### src/rtl/reaction_round_ctrl_pkg.sv
// rtl/reaction_round_ctrl_pkg.sv - state/fault encodings and width helpers for the reaction round controller
package reaction_round_ctrl_pkg;

    typedef enum logic [2:0] {
        ST_IDLE    = 3'd0,
        ST_WAIT    = 3'd1,
        ST_PROMPT  = 3'd2,
        ST_RESULT  = 3'd3,
        ST_FAULT   = 3'd4,
        ST_SUMMARY = 3'd5
    } state_t;

    typedef enum logic [1:0] {
        FAULT_NONE        = 2'd0,
        FAULT_FALSE_START = 2'd1,
        FAULT_WRONG_SW    = 2'd2,
        FAULT_TIMEOUT     = 2'd3
    } fault_t;

    function automatic int sel_width(input int num_sw);
        return $clog2(num_sw);
    endfunction

    // The counter must hold the full delay sum in WAIT and the reaction time in PROMPT.
    function automatic int cnt_width(input int rand_w, input int time_w);
        return (rand_w + 1 > time_w) ? rand_w + 1 : time_w;
    endfunction

endpackage

### src/rtl/reaction_round_ctrl_if.sv
// rtl/reaction_round_ctrl_if.sv - player/display signal bundle of the reaction round controller
interface reaction_round_ctrl_if #(
    parameter int NUM_SW = 10,
    parameter int RAND_W = 15,
    parameter int TIME_W = 20
);
    logic              start;
    logic [NUM_SW-1:0] switch;
    logic [RAND_W-1:0] rand_num;
    logic              tick;
    logic [NUM_SW-1:0] led;
    logic [2:0]        state_o;
    logic [TIME_W-1:0] time_q;
    logic [TIME_W-1:0] best_q;
    logic [1:0]        fault;
    logic [3:0]        round_idx;
    logic              done;

    modport master (
        output start, switch, rand_num, tick,
        input  led, state_o, time_q, best_q, fault, round_idx, done
    );

    modport slave (
        input  start, switch, rand_num, tick,
        output led, state_o, time_q, best_q, fault, round_idx, done
    );
endinterface

### src/rtl/reaction_round_ctrl_tick_counter.sv
// rtl/reaction_round_ctrl_tick_counter.sv - tick counter with synchronous clear and saturation limit
module tick_counter #(
    parameter int W = 20
) (
    input  logic         clk,
    input  logic         clr,
    input  logic         en,
    input  logic [W-1:0] limit,
    output logic [W-1:0] value
);

    always_ff @(posedge clk) begin
        if (clr) begin
            value <= '0;
        end else if (en && (value < limit)) begin
            value <= value + W'(1);
        end
    end

endmodule

### src/rtl/reaction_round_ctrl.sv
// rtl/reaction_round_ctrl.sv - multi-round reaction-time game controller
module reaction_round_ctrl
    import reaction_round_ctrl_pkg::*;
#(
    parameter int NUM_SW   = 10,
    parameter int RAND_W   = 15,
    parameter int TIME_W   = 20,
    parameter int MIN_WAIT = 500,
    parameter int TIMEOUT  = 5000,
    parameter int ROUNDS   = 5
) (
    input logic                 clk,
    input logic                 rst,
    reaction_round_ctrl_if.slave bus
);

    localparam int SEL_W = sel_width(NUM_SW);
    localparam int CNT_W = cnt_width(RAND_W, TIME_W);
    localparam int DLY_W = RAND_W + 1;

    state_t            state;
    fault_t            fault;
    logic [NUM_SW-1:0] led;
    logic [NUM_SW-1:0] target_q;
    logic [DLY_W-1:0]  delay_q;
    logic [TIME_W-1:0] time_q;
    logic [TIME_W-1:0] best_q;
    logic [3:0]        round_idx;
    logic              done;

    logic [CNT_W-1:0]  cnt;
    logic [CNT_W-1:0]  cnt_lim;
    logic [TIME_W-1:0] cnt_t;
    logic              cnt_clr;
    logic              cnt_en;
    logic              in_timing;
    logic              delay_hit;
    logic              go;
    logic              last_round;
    logic [SEL_W:0]    s_ext;
    logic [SEL_W-1:0]  sel_new;
    logic [NUM_SW-1:0] target_new;
    logic [DLY_W-1:0]  delay_new;

    // Folding the raw select back into range needs only one subtraction since s < 2*NUM_SW.
    assign s_ext      = {1'b0, bus.rand_num[SEL_W-1:0]};
    assign sel_new    = (s_ext >= (SEL_W+1)'(NUM_SW)) ? SEL_W'(s_ext - (SEL_W+1)'(NUM_SW))
                                                      : s_ext[SEL_W-1:0];
    assign target_new = NUM_SW'(1) << sel_new;
    assign delay_new  = DLY_W'(MIN_WAIT) + {1'b0, bus.rand_num};

    assign go         = bus.start && (bus.switch == '0);
    assign last_round = (round_idx == 4'(ROUNDS - 1));
    assign in_timing  = (state == ST_WAIT) || (state == ST_PROMPT);
    assign delay_hit  = (state == ST_WAIT) && (cnt == CNT_W'(delay_q));
    assign cnt_clr    = rst || !in_timing || delay_hit;
    assign cnt_en     = bus.tick && in_timing;
    assign cnt_lim    = (state == ST_PROMPT) ? CNT_W'(TIMEOUT) : CNT_W'(delay_q);
    assign cnt_t      = TIME_W'(cnt);

    tick_counter #(.W(CNT_W)) u_tick_counter (
        .clk   (clk),
        .clr   (cnt_clr),
        .en    (cnt_en),
        .limit (cnt_lim),
        .value (cnt)
    );

    always_ff @(posedge clk) begin
        if (rst) begin
            state     <= ST_IDLE;
            fault     <= FAULT_NONE;
            led       <= '0;
            target_q  <= '0;
            delay_q   <= '0;
            time_q    <= '0;
            best_q    <= '1;
            round_idx <= '0;
            done      <= 1'b0;
        end else begin
            case (state)
                ST_IDLE, ST_SUMMARY: begin
                    if (go) begin
                        state     <= ST_WAIT;
                        round_idx <= '0;
                        best_q    <= '1;
                        fault     <= FAULT_NONE;
                        done      <= 1'b0;
                        delay_q   <= delay_new;
                        target_q  <= target_new;
                    end
                end
                ST_WAIT: begin
                    if (bus.switch != '0) begin
                        state <= ST_FAULT;
                        fault <= FAULT_FALSE_START;
                    end else if (delay_hit) begin
                        state <= ST_PROMPT;
                        led   <= target_q;
                    end
                end
                ST_PROMPT: begin
                    // A correct press beats a timeout landing in the same cycle.
                    if (bus.switch == led) begin
                        state  <= ST_RESULT;
                        time_q <= cnt_t;
                        led    <= '0;
                        if (cnt_t < best_q) begin
                            best_q <= cnt_t;
                        end
                    end else if (bus.switch != '0) begin
                        state <= ST_FAULT;
                        fault <= FAULT_WRONG_SW;
                        led   <= '0;
                    end else if (cnt == CNT_W'(TIMEOUT)) begin
                        state  <= ST_FAULT;
                        fault  <= FAULT_TIMEOUT;
                        time_q <= TIME_W'(TIMEOUT);
                        led    <= '0;
                    end
                end
                ST_RESULT: begin
                    if (last_round) begin
                        state <= ST_SUMMARY;
                        done  <= 1'b1;
                    end else if (go) begin
                        state     <= ST_WAIT;
                        round_idx <= round_idx + 4'd1;
                        delay_q   <= delay_new;
                        target_q  <= target_new;
                    end
                end
                ST_FAULT: begin
                    if (go) begin
                        fault <= FAULT_NONE;
                        if (last_round) begin
                            state <= ST_SUMMARY;
                            done  <= 1'b1;
                        end else begin
                            state     <= ST_WAIT;
                            round_idx <= round_idx + 4'd1;
                            delay_q   <= delay_new;
                            target_q  <= target_new;
                        end
                    end
                end
                default: state <= ST_IDLE;
            endcase
        end
    end

    assign bus.led       = led;
    assign bus.state_o   = state;
    assign bus.time_q    = time_q;
    assign bus.best_q    = best_q;
    assign bus.fault     = fault;
    assign bus.round_idx = round_idx;
    assign bus.done      = done;

endmodule

### src/flat_wrapper.sv
// flat-port wrapper written by rule: the top's interface ports become plain ports
module reaction_round_ctrl_flat import reaction_round_ctrl_pkg::*;
#(
    parameter int NUM_SW   = 10,
    parameter int RAND_W   = 15,
    parameter int TIME_W   = 20,
    parameter int MIN_WAIT = 500,
    parameter int TIMEOUT  = 5000,
    parameter int ROUNDS   = 5
)
  (clk, rst, bus_start, bus_switch, bus_rand_num, bus_tick, bus_led, bus_state_o, bus_time_q, bus_best_q, bus_fault, bus_round_idx, bus_done);
  reaction_round_ctrl_if #(.NUM_SW(NUM_SW), .RAND_W(RAND_W), .TIME_W(TIME_W)) bus_i ();
  input logic clk;
  input logic rst;
  input wire logic [$bits(bus_i.start)-1:0] bus_start;
  input wire logic [$bits(bus_i.switch)-1:0] bus_switch;
  input wire logic [$bits(bus_i.rand_num)-1:0] bus_rand_num;
  input wire logic [$bits(bus_i.tick)-1:0] bus_tick;
  output wire logic [$bits(bus_i.led)-1:0] bus_led;
  output wire logic [$bits(bus_i.state_o)-1:0] bus_state_o;
  output wire logic [$bits(bus_i.time_q)-1:0] bus_time_q;
  output wire logic [$bits(bus_i.best_q)-1:0] bus_best_q;
  output wire logic [$bits(bus_i.fault)-1:0] bus_fault;
  output wire logic [$bits(bus_i.round_idx)-1:0] bus_round_idx;
  output wire logic [$bits(bus_i.done)-1:0] bus_done;
  assign bus_i.start = bus_start;
  assign bus_i.switch = bus_switch;
  assign bus_i.rand_num = bus_rand_num;
  assign bus_i.tick = bus_tick;
  assign bus_led = bus_i.led;
  assign bus_state_o = bus_i.state_o;
  assign bus_time_q = bus_i.time_q;
  assign bus_best_q = bus_i.best_q;
  assign bus_fault = bus_i.fault;
  assign bus_round_idx = bus_i.round_idx;
  assign bus_done = bus_i.done;
  reaction_round_ctrl #(.NUM_SW(NUM_SW), .RAND_W(RAND_W), .TIME_W(TIME_W), .MIN_WAIT(MIN_WAIT), .TIMEOUT(TIMEOUT), .ROUNDS(ROUNDS)) u_core (.clk(clk), .rst(rst), .bus(bus_i));
endmodule
### config.mk
export PLATFORM = sky130hd
export DESIGN_NAME = reaction_round_ctrl_flat
export DESIGN_NICKNAME = d
export VERILOG_FILES = /design/src/rtl/reaction_round_ctrl_pkg.sv /design/src/rtl/reaction_round_ctrl_if.sv /design/src/rtl/reaction_round_ctrl_tick_counter.sv /design/src/rtl/reaction_round_ctrl.sv /design/src/flat_wrapper.sv
export SDC_FILE = /design/constraint.sdc
export NUM_CORES = 1
export LEC_CHECK = 0
export ABC_AREA = 1
export CORE_ASPECT_RATIO = 0.5
export CORE_MARGIN = 4
export CORE_UTILIZATION = 50
export DETAILED_ROUTE_END_ITERATION = 8
export GPL_ROUTABILITY_DRIVEN = 0
export PLACE_DENSITY_LB_ADDON = 0.12
export SKIP_LAST_GASP = 1
export SLEW_MARGIN = 20
export SYNTH_ARGS = -nofsm -noshare
export SYNTH_HDL_FRONTEND = slang
export SYNTH_SLANG_ARGS = --single-unit
### constraint.sdc
create_clock -name clk -period 3.7 [get_ports clk]
set_input_delay 0.37 -clock clk [delete_from_list [all_inputs] [get_ports clk]]
set_output_delay 0.37 -clock clk [all_outputs]
set_load 0.01 [all_outputs]
Word level (Yosys, flattened, before mapping)

Index checks and enable logic that the tools add are counted.

Bits in registers: 106
Bits in latches: 0
Bits in writable memories: 0
ROM bits: 0
Input bits: 29
Output and inout port bits: 60
Memories: 0

Add/sub/neg operators: 4
Multipliers: 0
Div/mod/pow operators: 0
$lt $le $gt $ge: 3
Equal/unequal tests: 25
Shift-type cells: 1
Multiplexer cells: 51
Bitwise gates (word level): 0
Reduce and logical (&&, ||, !) cells: 26

Operators by type and width:

| cell                                                                    | count |
|---|---|
| 20-bit 2-to-1 mux                                                       | 6 |
| 10-bit 2-to-1 mux                                                       | 9 |
| 16-bit 2-to-1 mux                                                       | 5 |
| 16-bit case mux with 3 select lines                                     | 1 |
| 20-bit less-than comparator                                             | 2 |
| 20-bit case mux with 2 select lines                                     | 1 |
| 10-bit case mux with 3 select lines                                     | 1 |
| 3-bit 2-to-1 mux                                                        | 9 |
| 4-bit 2-to-1 mux                                                        | 6 |
| 20-bit by 1-bit adder with 20-bit output, second input constant         | 1 |
| 20-bit by 13-bit equality test with 1-bit output, second input constant | 1 |
| 20-bit by 16-bit equality test with 1-bit output                        | 1 |
| 10-bit case mux with 2 select lines                                     | 1 |
| 9-bit by 15-bit adder with 16-bit output, first input constant          | 1 |
| 2-bit inequality test, second input constant                            | 8 |
| 3-bit case mux with 5 select lines                                      | 1 |
| 4-bit case mux with 3 select lines                                      | 1 |
| 4-bit AND reduction                                                     | 3 |
| 10-bit equality test                                                    | 1 |
| 10-bit logical NOT                                                      | 1 |
| 2-bit 2-to-1 mux                                                        | 5 |
| 2-bit by 1-bit inequality test with 1-bit output, second input constant | 5 |
| 10-bit nonzero test                                                     | 1 |
| 1-bit by 4-bit << shifter with 10-bit output, first input constant      | 1 |
| 24 further kinds                                                        | 38 |

Logic depth before layout (Yosys ltp)

Gate-level depths: netlist (run 1).

Depth after elaboration: 6
Gate-level depth with buffers: 19
Depth with buffers taken out: 17

Modules after synthesis

A second synthesis (run 1) with hierarchy kept.

Cells, all modules: 1101
Area, all modules: 7129.3 um2

Modules (own cells, without submodules):

| module              | times used | cells an instance | area an instance (um2) |
|---|---|---|---|
| reaction_round_ctrl | 1          | 808               | 5280.1 |
| tick_counter        | 1          | 293               | 1849.3 |

Worst setup path after synthesis (run 1)

No wires, ideal clock.

Kind: register to register
Start: reg u_core.state[0] (netlist: u_core.bus.state_o[0])
End: reg u_core.u_tick_counter.value[11]
Setup time: 0.110 ns
Arrival time: 2.614 ns
Required time: 3.590 ns
Slack: 0.976 ns
Stages on the path, launching flop included: 18
Buffers on the path: 3
Cell sequence: dfxtp_1 > inv_2 > nand3_4 > clkbuf_1 > buf_1 > nand2_1 > ha_1 > nand2_1 > nand3_1 > nor3_1 > nand3_1 > nor2_2 > nand2_2 > buf_6 > nor2_1 > nand2_1 > nand2_1 > nor2_1

Cells in the longest elaborated chain, start to end: 5
Elaborated cells on any way between the ends: 11

Ends and longest elaborated chain:

| item                                                                | RTL line                               | source |
|---|---|---|
| start, declared                                                     | reaction_round_ctrl.sv:21              | `state_t state;` |
| start signal, assigned                                              | reaction_round_ctrl.sv:71              | `state <= ST_IDLE;` |
| start signal, assigned                                              | reaction_round_ctrl.sv:84              | `state <= ST_WAIT;` |
| start signal, assigned                                              | reaction_round_ctrl.sv:95              | `state <= ST_FAULT;` |
| branches (longest 5 deep; another with 20-bit less-than comparator) | -                                      |  |
| end signal, assigned                                                | reaction_round_ctrl_tick_counter.sv:16 | `value <= value + W'(1);` |
| end, declared                                                       | reaction_round_ctrl_tick_counter.sv:9  | `output logic [W-1:0] value` |

Parallel ways; which one is timed is not known.
A chain may end at the register's enable or synchronous reset.

Worst setup path in the final report (run 1)

Start: reg u_core.u_tick_counter.value[13]
End: reg u_core.best_q[17] (netlist: u_core.bus.best_q[17])

Cells in the longest elaborated chain, start to end: 3

Ends and longest elaborated chain:

| item                            | RTL line                   | source |
|---|---|---|
| 20-bit less-than comparator     | reaction_round_ctrl.sv:108 | `if (cnt_t < best_q) begin` |
| 2-bit inequality test (no line) | -                          |  |
| 4-bit AND reduction (no line)   | -                          |  |
| end signal, assigned            | reaction_round_ctrl.sv:109 | `best_q <= cnt_t;` |
| end, declared                   | reaction_round_ctrl.sv:27  | `logic [TIME_W-1:0] best_q;` |

Every way passes these cells.

==> metrics.yaml, run 1 <==
status:
  status: "finished, final reports clean"
synthesis:
  ys_seq_elements: 106
  netlist.area_leader.share_pct: 32.0
  synth_ff_type: "dfxtp_1"
  async_reset_ff_share_pct: 0
  syn_avg_cell_area_um2: 6.53
  ys_types: 44
  seq_area_frac_synth_pct: 32.0
  yosys_warnings: 0
  synth.most_common_cell: "nand2_1"
  synth_edf_count: 0
  synthesis.area_mm2: 0.00664
  synth_common_cells: "nand2_1 (256), inv_1 (120), nor2_1 (118), dfxtp_1 (106), nand3_1 (105)"
  synth_cells: 1017
  yosys-top-cells-area: "dfxtp_1 (32%), nand2_1 (14%), nand3_1 (7.9%), ha_1 (7.7%), inv_1 (6.8%)"
  synth_top_area_cell: "dfxtp_1"
  synthesis.nets: 1087
clocking:
  insertion_delay_ps: 360
  path_clk_slew_ps: 80
  clk_path_buf_depth: 2
  cts_sinks: 106
  postCtsSetupRepairBufs: 0
  cts_hold_buf: 0
  cts_root_buffer: "clkbuf_16"
  cts.repair.resized: 0
  cts_tree: "yes"
  cts_buffers: 9
  htree_num_levels: 3
min_path:
  min_path_type: "reg -> reg"
place:
  dp_hpwl_um: 13800
  io_buffers: 88
timing:
  setup_viol: 0
  rsz0062_at_grt: "false"
  post-route-period-util_pct: 74.8
  slew_headroom_pct: 52.5
  clock_skew_ps: 8.71
  timing.hold.ws_ps: 454
  finalHoldViolCount: 0
  worstMarginPinSlew_ps: 713
  finalMaxSlewViolations: 0
  min_period_ps: 2770
  setup-tns-final_ps: 0
  max_freq_mhz: 362
global_routing:
  grt_pass1_wl_um: 30300
  grt_pass1_vias: 6281
  grt_overflow: 0
  grt_max_degree: 75
  antenna_found_initial: 0
  grt_use_total_pct: 24.8
floorplanning:
  io_pins: 89
  die_area_mm2: 0.0153
  initial_core_util_pct: 51.8
  coreArea_mm2: 0.0128
  die_h_um: 89.5
  dieWidth_um: 171
  rows: 29
cells_and_area:
  multiInputGateArea_mm2: 0.00382
  drive_gt1_share_pct: 5.77
  n_fill_cell: 1267
  layout.nets: 1156
  seqCellArea_mm2: 0.00212
  antenna_cells: 0
  syn2layout_area_growth_pct: 18.9
route:
  dr.pass1.iters: 5
  wirelength_um: 18500
  post_drt_wl_per_cell_um: 14.6
  postRouteAntennaNets: 0
  drc: 0
  vias: 6761
  viasPerCell: 5.36
  drtIter0Drc: 604
flow_run:
  drv_cap: 0
power:
  power_density_mw_per_mm2: 315
  p_leak_uw: 0.00360
  p_total_uw: 2490
  ir_drop_mv: 0.202
worst_setup_path:
  critPathKind: "reg -> reg"
  worst-path-max-fanout: 21
  cp.required_ps: 3990
  crit_path_end_kind: "flop"
  cp.arrival_ps: 3060
  startpoint_type: "flop"
==> worst paths after layout <==
kind	cells past startpoint	start	end	slack [ps]
worst min-delay path	2	u_core.bus.done	u_core.bus.done	450
worst max-delay path	10	u_core.u_tick_counter.value[13]	u_core.bus.best_q[17]	930
worst min register to register	2	u_core.bus.done	u_core.bus.done	450
worst max register to register	10	u_core.u_tick_counter.value[13]	u_core.bus.best_q[17]	930
==> metrics by stage <==
stage	setup WS, ps	area, µm²	utilization, %	std cells
2_1_floorplan	976	6640	-	1017
3_3_place_gp	869	7590	59.2	1245
3_5_place_dp	694	7590	59.2	1245
4_1_cts	962	7900	61.6	1261
5_1_grt	632	7900	61.6	1261
6_report	934	7900	61.6	1261
==> where the power goes <==
part	internal [µW]	leakage (µW)	switching, µW	total [µW]
Clock	537	0.000149	471	1010
Sequential	1160	0.000855	23.2	1180
Combinational	129	0.00259	171	300
==> critical path: stages, from the launching register on <==
cell and delay [ps]:
dfxtp_1 570, ha_1 330, a21oi_1 120, o21ai_0 80, nand2_1 60, nand3_1 130
nor2_1 280, nand3b_4 290, nand2_1 610, nand2_1 120, nand3_1 100
==> sequential cells by signal, indices dropped and copies added, names as in the netlist, 2 cells and up <==
signal / count
u_core.bus.led: 10
u_core.bus.best_q: 20
u_core.bus.round_idx: 4
u_core.bus.time_q: 20
u_core.bus.fault: 2
u_core.bus.state_o: 3
u_core.u_tick_counter.value: 20
u_core.target_q: 10
u_core.delay_q: 16
==> cells by family after synthesis <==
kind of cell	after synthesis	share of synthesized area, %
and+or+nand+nor	533	34.9
DFF	106	32.0
xor gates and xnor gates	21	2.77
adders and majority gates	41	7.73
buffers and inverters	167	10.4
AOI/OAI and AO/OA	149	12.2
==> placed cells by master, fill, tap and decap left out, types with 10 or more instances in the layout <==
cell type,instances
xor2_1,10
dfxtp_1,106
ha_1,41
nor3_1,10
inv_1,119
nor2_1,118
nand2_1,256
nand3_1,105
clkdlybuf4s50_1,88
xnor2_1,11
o21ai_0,44
a21oi_1,76
nand4_1,16
==> layer usage <==
| layer | track usage [%] | vias to the layer above | share of wire [%] |
|---|---|---|---|
| li1 | - | 3412 | - |
| met1 | 34.2 | 3050 | 48 |
| met2 | 39.4 | 259 | 42 |
| met3 | 5.61 | 40 | 7.7 |
| met4 | 7.19 | 0 | 1.8 |
| met5 | 0 | - | 0 |
==> layout make-up <==
cell class                      instances  area share [%]
Clock inverter                          7            1.06
Timing Repair Buffer                   95            11.8
Inverter                              130            6.24
Tap cell                              170            2.69
Multi-Input combinational cell        744            48.4
Sequential cell                       106            26.9
Clock buffer                            9            2.85
(Power assumes the default switching activity.)
==> run 2: changes to the inputs <==
==> constraint.sdc (replaced) <==
create_clock -name clk -period 2.9 [get_ports clk]
set_input_delay 0.29 -clock clk [delete_from_list [all_inputs] [get_ports clk]]
set_output_delay 0.29 -clock clk [all_outputs]
set_load 0.01 [all_outputs]
==> run 2 against run 1 <==
Utilization up 0.62 points. Worst hold slack worse by 2.9 ps. First-iteration DRC count down 8.9%. Sequential cell count unchanged. Clock power up 27%. Global-route usage about the same. Sequential share of layout area down 0.27 points. Clock skew up 4.5 ps. Power up 27%. Clock-buffer cell count up 1. Cell area up 1.0%. Critical path depth up 4.
==> metrics.yaml, run 2 (synthesized netlist as in run 1, its figures left out) <==
floorplanning:
  io_pins: 89
  initial_core_util_pct: 51.8
  coreArea_mm2: 0.0128
  rows: 29
  die_area_mm2: 0.0153
  die_h_um: 89.5
  dieWidth_um: 171
worst_setup_path:
  cpMostUsedCell: "nand2_1"
  critPathSlowestCell: "dfxtp_1"
  startpoint_type: "flop"
  startpoint: "u_core.bus.state_o[1]"
  cp.arrival_ps: 2860
  r2r_slack_ps: 330
  critPathKind: "reg -> reg"
  critical-path-top-delay-family: "simple AND/OR/NAND/NOR gates"
  cp.required_ps: 3200
  critical_path.cell_chain: "nand3_4, inv_6, nor2_1, ha_1, nand4_1, nor2_4, nand2_1, nor2_1, nand2_1, nand2_2, inv_1, nand2_1, nand2_1, nor2_1"
  timing.rr.end: "u_core.u_tick_counter.value[12]"
  timing.rr.start: "u_core.bus.state_o[1]"
  cp_num_cells: 14
  cp-endpoint: "u_core.u_tick_counter.value[12]"
  worst-path-max-fanout: 16
  worst_r2r_path_depth: 14
  critPathMaxStageDelay_ps: 520
  crit_path_end_kind: "flop"
  crit_buf_inv: 2
cells_and_area:
  drive_gt1_share_pct: 6.45
  layout.nets: 1165
  antenna_cells: 0
  n_fill_cell: 1265
  design_area_mm2: 0.00797
  layout_commonest_cell: "nand2_1"
  syn2layout_area_growth_pct: 20.1
  final_cell_mix: "nand2_1 (256), inv_1 (119), nor2_1 (118)"
  top_regs: "u_core.bus.best_q (20), u_core.bus.time_q (20), u_core.u_tick_counter.value (20)"
timing:
  slew_headroom_pct: 59.3
  min_period_ps: 2570
  max_freq_mhz: 390
  setup-tns-final_ps: 0
  rsz0062_at_grt: "false"
  clock_skew_ps: 13.2
  post-route-period-util_pct: 88.5
  finalHoldViolCount: 0
  setup_viol: 0
  worstMarginPinSlew_ps: 609
  finalMaxSlewViolations: 0
global_routing:
  grt_use_total_pct: 24.8
  grt_max_degree: 50
  grt_pass1_vias: 6210
  antenna_found_initial: 0
  grt_overflow: 0
  grt_pass1_wl_um: 30600
route:
  drtIter0Drc: 550
  post_drt_wl_per_cell_um: 14.7
  viasPerCell: 5.36
  postRouteAntennaNets: 0
  wirelength_um: 18600
  drc: 0
  dr.pass1.iters: 6
  vias: 6810
clocking:
  cts_sinks: 106
  postCtsSetupRepairBufs: 0
  cts.repair.resized: 0
  cts_tree: "yes"
  insertion_delay_ps: 360
  cts_buffers: 9
  cts_hold_buf: 0
  cts_root_buffer: "clkbuf_16"
  path_clk_slew_ps: 80
  htree_num_levels: 3
  clk_path_buf_depth: 2
place:
  placed_cell_area_mm2: 0.00766
  dp_hpwl_um: 14100
  io_buffers: 88
power:
  power_density_mw_per_mm2: 398
  p_leak_uw: 0.00363
  ir_drop_mv: 0.282
  p_total_uw: 3170
status:
  status: "finished, final reports clean"
flow_run:
  drv_cap: 0
min_path:
  min_path_type: "reg -> reg"
  hold_path_depth: 2
-- run 2: cell types whose count changed in the layout (fill, tap and decap cells not counted), sizes merged --
cell,change
clkinv,-1
nand3,+1
clkbuf,+1
clkinvlp,+1
buf,+8
inv,-1
-- run 2: per-stage QoR --
stage	std cells	worst slack, ps	util [%]	hold slack [ps]
2_1_floorplan	1017	176	-	387
3_3_place_gp	1253	405	59.8	443
3_5_place_dp	1253	273	59.8	441
4_1_cts	1269	245	62.2	458
5_1_grt	1270	104	62.3	468
6_report	1270	333	62.3	451
-- run 2: final cells by class --
cell class                      count  area, µm²  share of cell area [%]
Inverter                          130        495                    6.21
Multi-Input combinational cell    745       3830                    48.1
Tap cell                          170        213                    2.67
Clock buffer                       10        229                    2.87
Clock inverter                      6       73.8                   0.926
Sequential cell                   106       2120                    26.6
Timing Repair Buffer              103       1010                    12.6
-- run 2: worst reg2reg max path, delay by kind of cell (launching register included) --
family / cells / cell delay, ps
buf+inv: 2 / 310
flops: 1 / 520
fa+ha+maj: 1 / 270
simple gates: 11 / 1390
-- run 2: worst min path at each step --
stage	from	end	slack [ps]
floorplan	bus_rand_num[2]	u_core.delay_q[2]	390
global placement	u_core.bus.done	u_core.bus.done	440
detailed placement	u_core.bus.fault[1]	u_core.bus.fault[1]	440
CTS	u_core.bus.done	u_core.bus.done	460
global route	u_core.bus.done	u_core.bus.done	470
finish	u_core.bus.done	u_core.bus.done	450
-- run 2: where the power goes --
part / switching (µW) / leakage (µW) / internal, µW
clock: 595 / 0.000141 / 682
sequential: 27.9 / 0.000855 / 1480
combinational: 220 / 0.00264 / 169
-- run 2: metal layers --
metal  track usage (%)  routed length, µm
met1              34.3               8710
met2              38.9               8010
met3              6.98               1710
met4              5.61                201
met5                 0                  0
